File: src/rtl/pc_fetch_unit_if.sv
// Fetch-unit bundle: instruction-memory read port, decode-side handshake and
// branch redirect. The fetch unit takes the master side; memory/decode the slave.
interface pc_fetch_unit_if #(
    parameter int ADDR_WIDTH = 32,
    parameter int DATA_WIDTH = 32
);
    logic                  PCsrc;
    logic [ADDR_WIDTH-1:0] redirect_base;
    logic [ADDR_WIDTH-1:0] ImmOp;
    logic                  imem_req;
    logic [ADDR_WIDTH-1:0] imem_addr;
    logic                  imem_rvalid;
    logic [DATA_WIDTH-1:0] imem_rdata;
    logic                  instr_valid;
    logic [DATA_WIDTH-1:0] instr;
    logic [ADDR_WIDTH-1:0] instr_pc;
    logic [6:0]            opcode;
    logic                  instr_ready;
    logic                  misalign;

    modport master (
        input  PCsrc, redirect_base, ImmOp, imem_rvalid, imem_rdata, instr_ready,
        output imem_req, imem_addr, instr_valid, instr, instr_pc, opcode, misalign
    );

    modport slave (
        output PCsrc, redirect_base, ImmOp, imem_rvalid, imem_rdata, instr_ready,
        input  imem_req, imem_addr, instr_valid, instr, instr_pc, opcode, misalign
    );
endinterface

File: src/rtl/pc_fetch_unit.sv
// Instruction fetch front end: PC, single-outstanding imem reads, DEPTH-entry
// {pc,instr} buffer, branch redirect with flush. Optional FETCH_ALIGN_CHECK_EN.
module pc_fetch_unit #(
    parameter int                    ADDR_WIDTH = 32,
    parameter int                    DATA_WIDTH = 32,
    parameter logic [ADDR_WIDTH-1:0] RESET_PC   = '0,
    parameter int                    DEPTH      = 2
) (
    input  logic           clk,
    input  logic           rst,
    pc_fetch_unit_if.master bus_io
);
    localparam int PTR_W = (DEPTH > 1) ? $clog2(DEPTH) : 1;
    localparam int CNT_W = PTR_W + 1;
    localparam logic [CNT_W:0] OCC_LIMIT = (CNT_W + 1)'(DEPTH - 1);

    typedef enum logic [1:0] {
        S_REQ  = 2'd0,
        S_WAIT = 2'd1,
        S_DROP = 2'd2
    } state_t;

    state_t                state_q;
    logic [ADDR_WIDTH-1:0] fetch_pc_q;
    logic [ADDR_WIDTH-1:0] req_addr_q;
    logic [PTR_W-1:0]      rd_ptr_q;
    logic [PTR_W-1:0]      wr_ptr_q;
    logic [CNT_W-1:0]      count_q;
    logic                  misalign_q;

    logic [ADDR_WIDTH-1:0] pc_mem_q  [DEPTH];
    logic [DATA_WIDTH-1:0] ins_mem_q [DEPTH];

    logic                  redirect;
    logic                  rvalid;
    logic                  outstanding;
    logic                  resp_keep;
    logic                  push;
    logic                  pop;
    logic                  issue;
    logic [CNT_W:0]        occ_after;
    logic [PTR_W-1:0]      rd_ptr_d;
    logic [ADDR_WIDTH-1:0] target_sum;
    logic [ADDR_WIDTH-1:0] target_d;
    logic                  target_misaligned;

    assign redirect = bus_io.PCsrc;
    assign rvalid   = bus_io.imem_rvalid;

    always_comb begin
        outstanding = (state_q != S_REQ);
        resp_keep   = (state_q == S_WAIT) && rvalid;
        pop         = (count_q != '0) && bus_io.instr_ready;
        // A response landing in the redirect cycle belongs to the wrong path.
        push        = resp_keep && !redirect && !misalign_q;
        occ_after   = {1'b0, count_q} + {{CNT_W{1'b0}}, push} - {{CNT_W{1'b0}}, pop};
        issue       = !rst && !redirect && !misalign_q
                      && ((state_q == S_REQ) || resp_keep)
                      && (occ_after <= OCC_LIMIT);
        rd_ptr_d    = pop ? rd_ptr_q + PTR_W'(1) : rd_ptr_q;
        target_sum  = bus_io.redirect_base + bus_io.ImmOp;
`ifdef FETCH_ALIGN_CHECK_EN
        target_d          = target_sum;
        target_misaligned = (target_sum[1:0] != 2'b00);
`else
        target_d          = target_sum & ~ADDR_WIDTH'(3);
        target_misaligned = 1'b0;
`endif
    end

    always_ff @(posedge clk) begin
        if (rst) begin
            state_q    <= S_REQ;
            fetch_pc_q <= RESET_PC;
            req_addr_q <= RESET_PC;
            rd_ptr_q   <= '0;
            wr_ptr_q   <= '0;
            count_q    <= '0;
            misalign_q <= 1'b0;
        end else begin
            rd_ptr_q <= rd_ptr_d;
            if (redirect) begin
                count_q    <= '0;
                wr_ptr_q   <= rd_ptr_d;
                fetch_pc_q <= target_d;
                misalign_q <= misalign_q | target_misaligned;
                state_q    <= (outstanding && !rvalid) ? S_DROP : S_REQ;
            end else begin
                count_q <= occ_after[CNT_W-1:0];
                if (push) begin
                    wr_ptr_q <= wr_ptr_q + PTR_W'(1);
                end
                if (issue) begin
                    fetch_pc_q <= fetch_pc_q + ADDR_WIDTH'(4);
                    req_addr_q <= fetch_pc_q;
                end
                case (state_q)
                    S_REQ:   if (issue) state_q <= S_WAIT;
                    S_WAIT:  if (rvalid) state_q <= issue ? S_WAIT : S_REQ;
                    S_DROP:  if (rvalid) state_q <= S_REQ;
                    default: state_q <= S_REQ;
                endcase
            end
        end
    end

    // Issue throttling guarantees a free slot whenever a kept response arrives.
    always_ff @(posedge clk) begin
        if (rst) begin
            for (int i = 0; i < DEPTH; i++) begin
                pc_mem_q[i]  <= '0;
                ins_mem_q[i] <= '0;
            end
        end else if (push) begin
            pc_mem_q[wr_ptr_q]  <= req_addr_q;
            ins_mem_q[wr_ptr_q] <= bus_io.imem_rdata;
        end
    end

    assign bus_io.imem_req    = issue;
    assign bus_io.imem_addr   = fetch_pc_q;
    assign bus_io.instr_valid = (count_q != '0);
    assign bus_io.instr       = ins_mem_q[rd_ptr_q];
    assign bus_io.instr_pc    = pc_mem_q[rd_ptr_q];
    assign bus_io.opcode      = ins_mem_q[rd_ptr_q][6:0];
    assign bus_io.misalign    = misalign_q;

endmodule
File: src/flat_wrapper.sv
// flat-port wrapper written by rule: the top's interface ports become plain ports
module pc_fetch_unit_flat 
#(
    parameter int                    ADDR_WIDTH = 32,
    parameter int                    DATA_WIDTH = 32,
    parameter logic [ADDR_WIDTH-1:0] RESET_PC   = '0,
    parameter int                    DEPTH      = 2
)
  (clk, rst, bus_io_PCsrc, bus_io_redirect_base, bus_io_ImmOp, bus_io_imem_rvalid, bus_io_imem_rdata, bus_io_instr_ready, bus_io_imem_req, bus_io_imem_addr, bus_io_instr_valid, bus_io_instr, bus_io_instr_pc, bus_io_opcode, bus_io_misalign);
  pc_fetch_unit_if #(.ADDR_WIDTH(ADDR_WIDTH), .DATA_WIDTH(DATA_WIDTH)) bus_io_i ();
  input  logic clk;
  input  logic rst;
  input wire logic [$bits(bus_io_i.PCsrc)-1:0] bus_io_PCsrc;
  input wire logic [$bits(bus_io_i.redirect_base)-1:0] bus_io_redirect_base;
  input wire logic [$bits(bus_io_i.ImmOp)-1:0] bus_io_ImmOp;
  input wire logic [$bits(bus_io_i.imem_rvalid)-1:0] bus_io_imem_rvalid;
  input wire logic [$bits(bus_io_i.imem_rdata)-1:0] bus_io_imem_rdata;
  input wire logic [$bits(bus_io_i.instr_ready)-1:0] bus_io_instr_ready;
  output wire logic [$bits(bus_io_i.imem_req)-1:0] bus_io_imem_req;
  output wire logic [$bits(bus_io_i.imem_addr)-1:0] bus_io_imem_addr;
  output wire logic [$bits(bus_io_i.instr_valid)-1:0] bus_io_instr_valid;
  output wire logic [$bits(bus_io_i.instr)-1:0] bus_io_instr;
  output wire logic [$bits(bus_io_i.instr_pc)-1:0] bus_io_instr_pc;
  output wire logic [$bits(bus_io_i.opcode)-1:0] bus_io_opcode;
  output wire logic [$bits(bus_io_i.misalign)-1:0] bus_io_misalign;
  assign bus_io_i.PCsrc = bus_io_PCsrc;
  assign bus_io_i.redirect_base = bus_io_redirect_base;
  assign bus_io_i.ImmOp = bus_io_ImmOp;
  assign bus_io_i.imem_rvalid = bus_io_imem_rvalid;
  assign bus_io_i.imem_rdata = bus_io_imem_rdata;
  assign bus_io_i.instr_ready = bus_io_instr_ready;
  assign bus_io_imem_req = bus_io_i.imem_req;
  assign bus_io_imem_addr = bus_io_i.imem_addr;
  assign bus_io_instr_valid = bus_io_i.instr_valid;
  assign bus_io_instr = bus_io_i.instr;
  assign bus_io_instr_pc = bus_io_i.instr_pc;
  assign bus_io_opcode = bus_io_i.opcode;
  assign bus_io_misalign = bus_io_i.misalign;
  pc_fetch_unit #(.ADDR_WIDTH(ADDR_WIDTH), .DATA_WIDTH(DATA_WIDTH), .RESET_PC(RESET_PC), .DEPTH(DEPTH)) u_core (.clk(clk), .rst(rst), .bus_io(bus_io_i));
endmodule
File: config.mk
export PLATFORM = sky130hd
export DESIGN_NAME = pc_fetch_unit_flat
export DESIGN_NICKNAME = d
export VERILOG_FILES = /design/src/rtl/pc_fetch_unit_if.sv /design/src/rtl/pc_fetch_unit.sv /design/src/flat_wrapper.sv
export SDC_FILE = /design/constraint.sdc
export NUM_CORES = 1
export LEC_CHECK = 0
export ABC_CLOCK_PERIOD_IN_PS = 7100
export CAP_MARGIN = 20
export CORE_AREA = 2 2 145 147
export CTS_BUF_LIST = sky130_fd_sc_hd__clkbuf_4 sky130_fd_sc_hd__clkbuf_8
export DETAILED_ROUTE_END_ITERATION = 12
export DIE_AREA = 0 0 147 149
export PLACE_DENSITY = 0.78
export SLEW_MARGIN = 20
export SYNTH_ARGS = -nofsm -noshare
export SYNTH_HDL_FRONTEND = slang
export SYNTH_SLANG_ARGS = --single-unit
File: constraint.sdc
create_clock -name clk -period 7.1 [get_ports clk]
set_input_delay 2.13 -clock clk [delete_from_list [all_inputs] [get_ports clk]]
set_output_delay 2.13 -clock clk [all_outputs]
set_load 0.05 [all_outputs]
==> results.cfg, run 1 <==
[outcome]
outcome = finished, final reports clean

[sta]
worstMarginPinSlew_ns = 0.872
rsz0062_at_grt = false
finalSetupViolations = 0
finClkSkew_ns = 0.0156
setup_tns_ns = 0
slew_headroom_pct = 41.8
slew_violations = 0
hold_ws_ns = 0.465
hold_violations = 0
period_share_pct = 90.6
fmax_mhz = 155
fin_crit_ns = 6.44

[synth]
syn-instance-count = 873
yosys.area_share.simple_pct = 17.9
ys_ff_latch = 190
syn_avg_cell_area_um2 = 11.0
synth_cell_type_count = 62
synth_most_common_cell = and2_1
seq_area_frac_synth_pct = 52.6
ys_dominant_reg_cell = edfxtp_1
synth_compound_area_share_pct = 9.87
async_flop_share_pct = 0
synthXorXnorAreaFrac_pct = 4.48
yosys-top-cells-area = edfxtp_1, dfxtp_1, and2_1, mux2_2, ha_1
ys.warnings.count = 0
synth_common_cells = and2_1, edfxtp_1, nand2_1
syn-cell-area_um2 = 9590
synth-edff-count = 124
synth_top_family_by_area = simple AND/OR/NAND/NOR gates
synth_area_leader_cell = edfxtp_1
yosysTopAreaCellShare_pct = 38.8
muxShareOfSynthArea_pct = 7.39
synth_fa_ha_area_share_pct = 4.52

[cts]
cts_hold_buffers = 0
cts.sinks = 190
clockRootBuffer = clkbuf_8
clk_latency_ns = 0.45
cts_tree = yes
cts_resized = 0
htreeDepth = 4
postCtsSetupBuffers = 0
cts_buffers = 17
cts_buffer_depth = 2
clkSlewWorstSetupHoldPaths_ns = 0.10

[job]
cap_violations = 0

[floorplan]
fp-row-count = 53
initial_core_util_pct = 46.6
dieArea_um2 = 21900
core_area_um2 = 20600
die_w_um = 147
die_h_um = 149
ios = 207

[detailed_routing]
drt_iter0_drc = 448
first_pass_iters = 5
post-route-drc-count = 0
vias = 6934
wire_per_inst_um = 15.2
wl_um = 20400
drtAntennaViolNets = 0
viasPerCell = 5.17

[power_and_ir_drop]
sw_frac_of_total_pct = 29.1
p_clk_share_pct = 28.7
powerDensity_nw_per_um2 = 202
power_frac_seq_pct = 51.3
ir_drop_uv = 99.5
internal-power_mw = 1.75
power.leakage_nw = 4.51
netSwitchingPower_mw = 0.719
p_comb_share_pct = 20.0
power_mw = 2.47

[worst_setup_path]
worstSetupPathType = in2out
r2r_start = u_core.count_q[1]$_SDFF_PP0_
required_ns = 4.97
reg2regPathDepth = 16
end_kind = output port
worstPathMaxFanout = 2
reg2reg_setup_slack_ns = 3.42
cp.arrival_ns = 4.31
crit_path_start_kind = input port
regToRegEndpoint = u_core.bus_io.imem_addr[19]$_SDFFE_PP0P_

[hold_path]
hold_path_end = u_core.req_addr_q[25]$_SDFFE_PP0P_
hold_start = u_core.req_addr_q[25]$_SDFFE_PP0P_
hp-class = reg2reg
min_path_cells = 2

[finish]
seq_area_um2 = 5050
num-fill-cells = 1737
nets = 1189
final_layout_size_suffix_gt1_share_pct = 11.8
fin_util_pct = 59.4
instances_no_fill = 1342
multi_input_area_um2 = 4290
n_antenna_cell = 0
syn2layout_area_growth_pct = 27.5

[global_routing]
antenna_found_initial = 0
track_usage_pct = 18.7
grt_pass1_vias = 6496
grt_max_degree = 63
grt_pass1_wl_um = 32800
grt_overflow = 0

[place]
routabilityCongestion = 0.876
dp.cells = 1310
io_buffers = 201
dp_hpwl_um = 14100
==> registers in the layout, indices dropped and copies added, names as in the netlist <==
| signal | cells |
|---|---|
| u_core.req_addr_q | 30 |
| u_core.count_q | 2 |
| u_core.pc_mem_q | 60 |
| u_core.rd_ptr_q | 1 |
| u_core.wr_ptr_q | 1 |
| u_core.state_q | 2 |
| u_core.ins_mem_q | 64 |
| u_core.bus_io.imem_addr | 30 |
==> layout by cell type (no fill, tap or decap), drive strengths merged, types with 2 or more instances in the layout <==
cell           netlist  layout
a2bb2oi              2       2
mux2                62      62
o221ai               4       4
bufinv               0       2
a21boi               2       2
dfxtp               66      66
clkinv               1       4
xnor2               26      26
buf                 21      13
nor3                 9       9
o21ai               18      18
a21oi               66      66
nand2               85      85
clkbuf              33      18
a21o                 9       9
and4                 3       3
or2                  4       4
a31oi                6       6
inv                 10      16
o22ai                8       8
clkdlybuf4s50        0     199
xor2                23      23
nand2b               2       2
o211ai               5       5
or3                  4       4
nor2                40      40
o21bai               3       3
nand3               21      21
ha                  33      33
edfxtp             124     124
conb                 1       5
nor2b                4       4
a211oi              14      14
and3                 5       5
nand4               14      14
clkinvlp             0       3
and2               128     128
o21a                 4       4
==> power by group through the flow <==
| stage | combinational (mW) | clock [mW] | sequential (mW) |
|---|---|---|---|
| floorplan | 0.261 | 0 | 1.35 |
| global placement | 0.490 | 0 | 1.29 |
| detailed placement | 0.493 | 0 | 1.29 |
| CTS | 0.496 | 0.725 | 1.27 |
| global route | 0.529 | 0.770 | 1.27 |
| finish | 0.493 | 0.707 | 1.27 |
==> per-stage QoR <==
step	worst slack, ns	cell area [µm²]
6_report	0.665	12200
5_1_grt	0.565	12200
4_1_cts	0.650	12200
3_5_place_dp	0.650	11800
3_3_place_gp	0.674	11800
2_1_floorplan	0.798	9610
==> how the worst max path moves through the flow <==
stage | startpoint | endpoint | slack, ns | cells past startpoint
3_5_place_dp | bus_io_instr_ready | bus_io_imem_req | 0.65 | 11
4_1_cts | bus_io_instr_ready | bus_io_imem_req | 0.65 | 11
2_1_floorplan | bus_io_instr_ready | bus_io_imem_req | 0.80 | 11
3_3_place_gp | bus_io_instr_ready | bus_io_imem_req | 0.67 | 11
6_report | bus_io_instr_ready | bus_io_imem_req | 0.66 | 11
5_1_grt | bus_io_instr_ready | bus_io_imem_req | 0.57 | 11
==> metal layers <==
| metal | up-vias | part of all wire, % | track usage, % |
|---|---|---|---|
| li1 | 3448 | - | - |
| met1 | 3251 | 45 | 24.1 |
| met2 | 212 | 48 | 31.2 |
| met3 | 23 | 5.5 | 4.01 |
| met4 | 0 | 1.7 | 6.97 |
| met5 | - | 0 | 0 |
==> cell type report <==
cell class | instances | share of cell area (%)
repair buffers | 212 | 17.2
well taps | 275 | 2.82
clock buffers | 18 | 1.98
clock inverters | 14 | 1.28
inverters | 11 | 0.348
flip-flops and latches | 190 | 41.3
multi-input cells | 622 | 35.1
==> worst max-delay path, stage by stage <==
cell,delay (ns)
clkdlybuf4s50_1,0.49
and2_1,0.21
ha_1,0.25
inv_1,0.06
ha_1,0.13
inv_1,0.05
fa_1,0.37
xnor2_1,0.27
nand4_4,0.13
clkinv_2,0.08
buf_12,0.13
==> cells by family after synthesis <==
logic type,after synthesis
buf+inv,65
mux,63
xor+xnor,49
flops,190
compound gates,150
other cells,1
fa+ha+maj,34
simple gates,321
Power figures use the tool's default switching activity.
==> run 2: changes to the inputs <==
--- a/config.mk
+++ b/config.mk
@@ -6,7 +6,6 @@
 export NUM_CORES = 1
 export LEC_CHECK = 0
 export ABC_CLOCK_PERIOD_IN_PS = 7100
-export CAP_MARGIN = 20
 export CORE_AREA = 2 2 145 147
 export CTS_BUF_LIST = sky130_fd_sc_hd__clkbuf_4 sky130_fd_sc_hd__clkbuf_8
 export DETAILED_ROUTE_END_ITERATION = 12
==> results of run 2 <==
The final DEF is identical to that of run 1; final timing and power are the same.
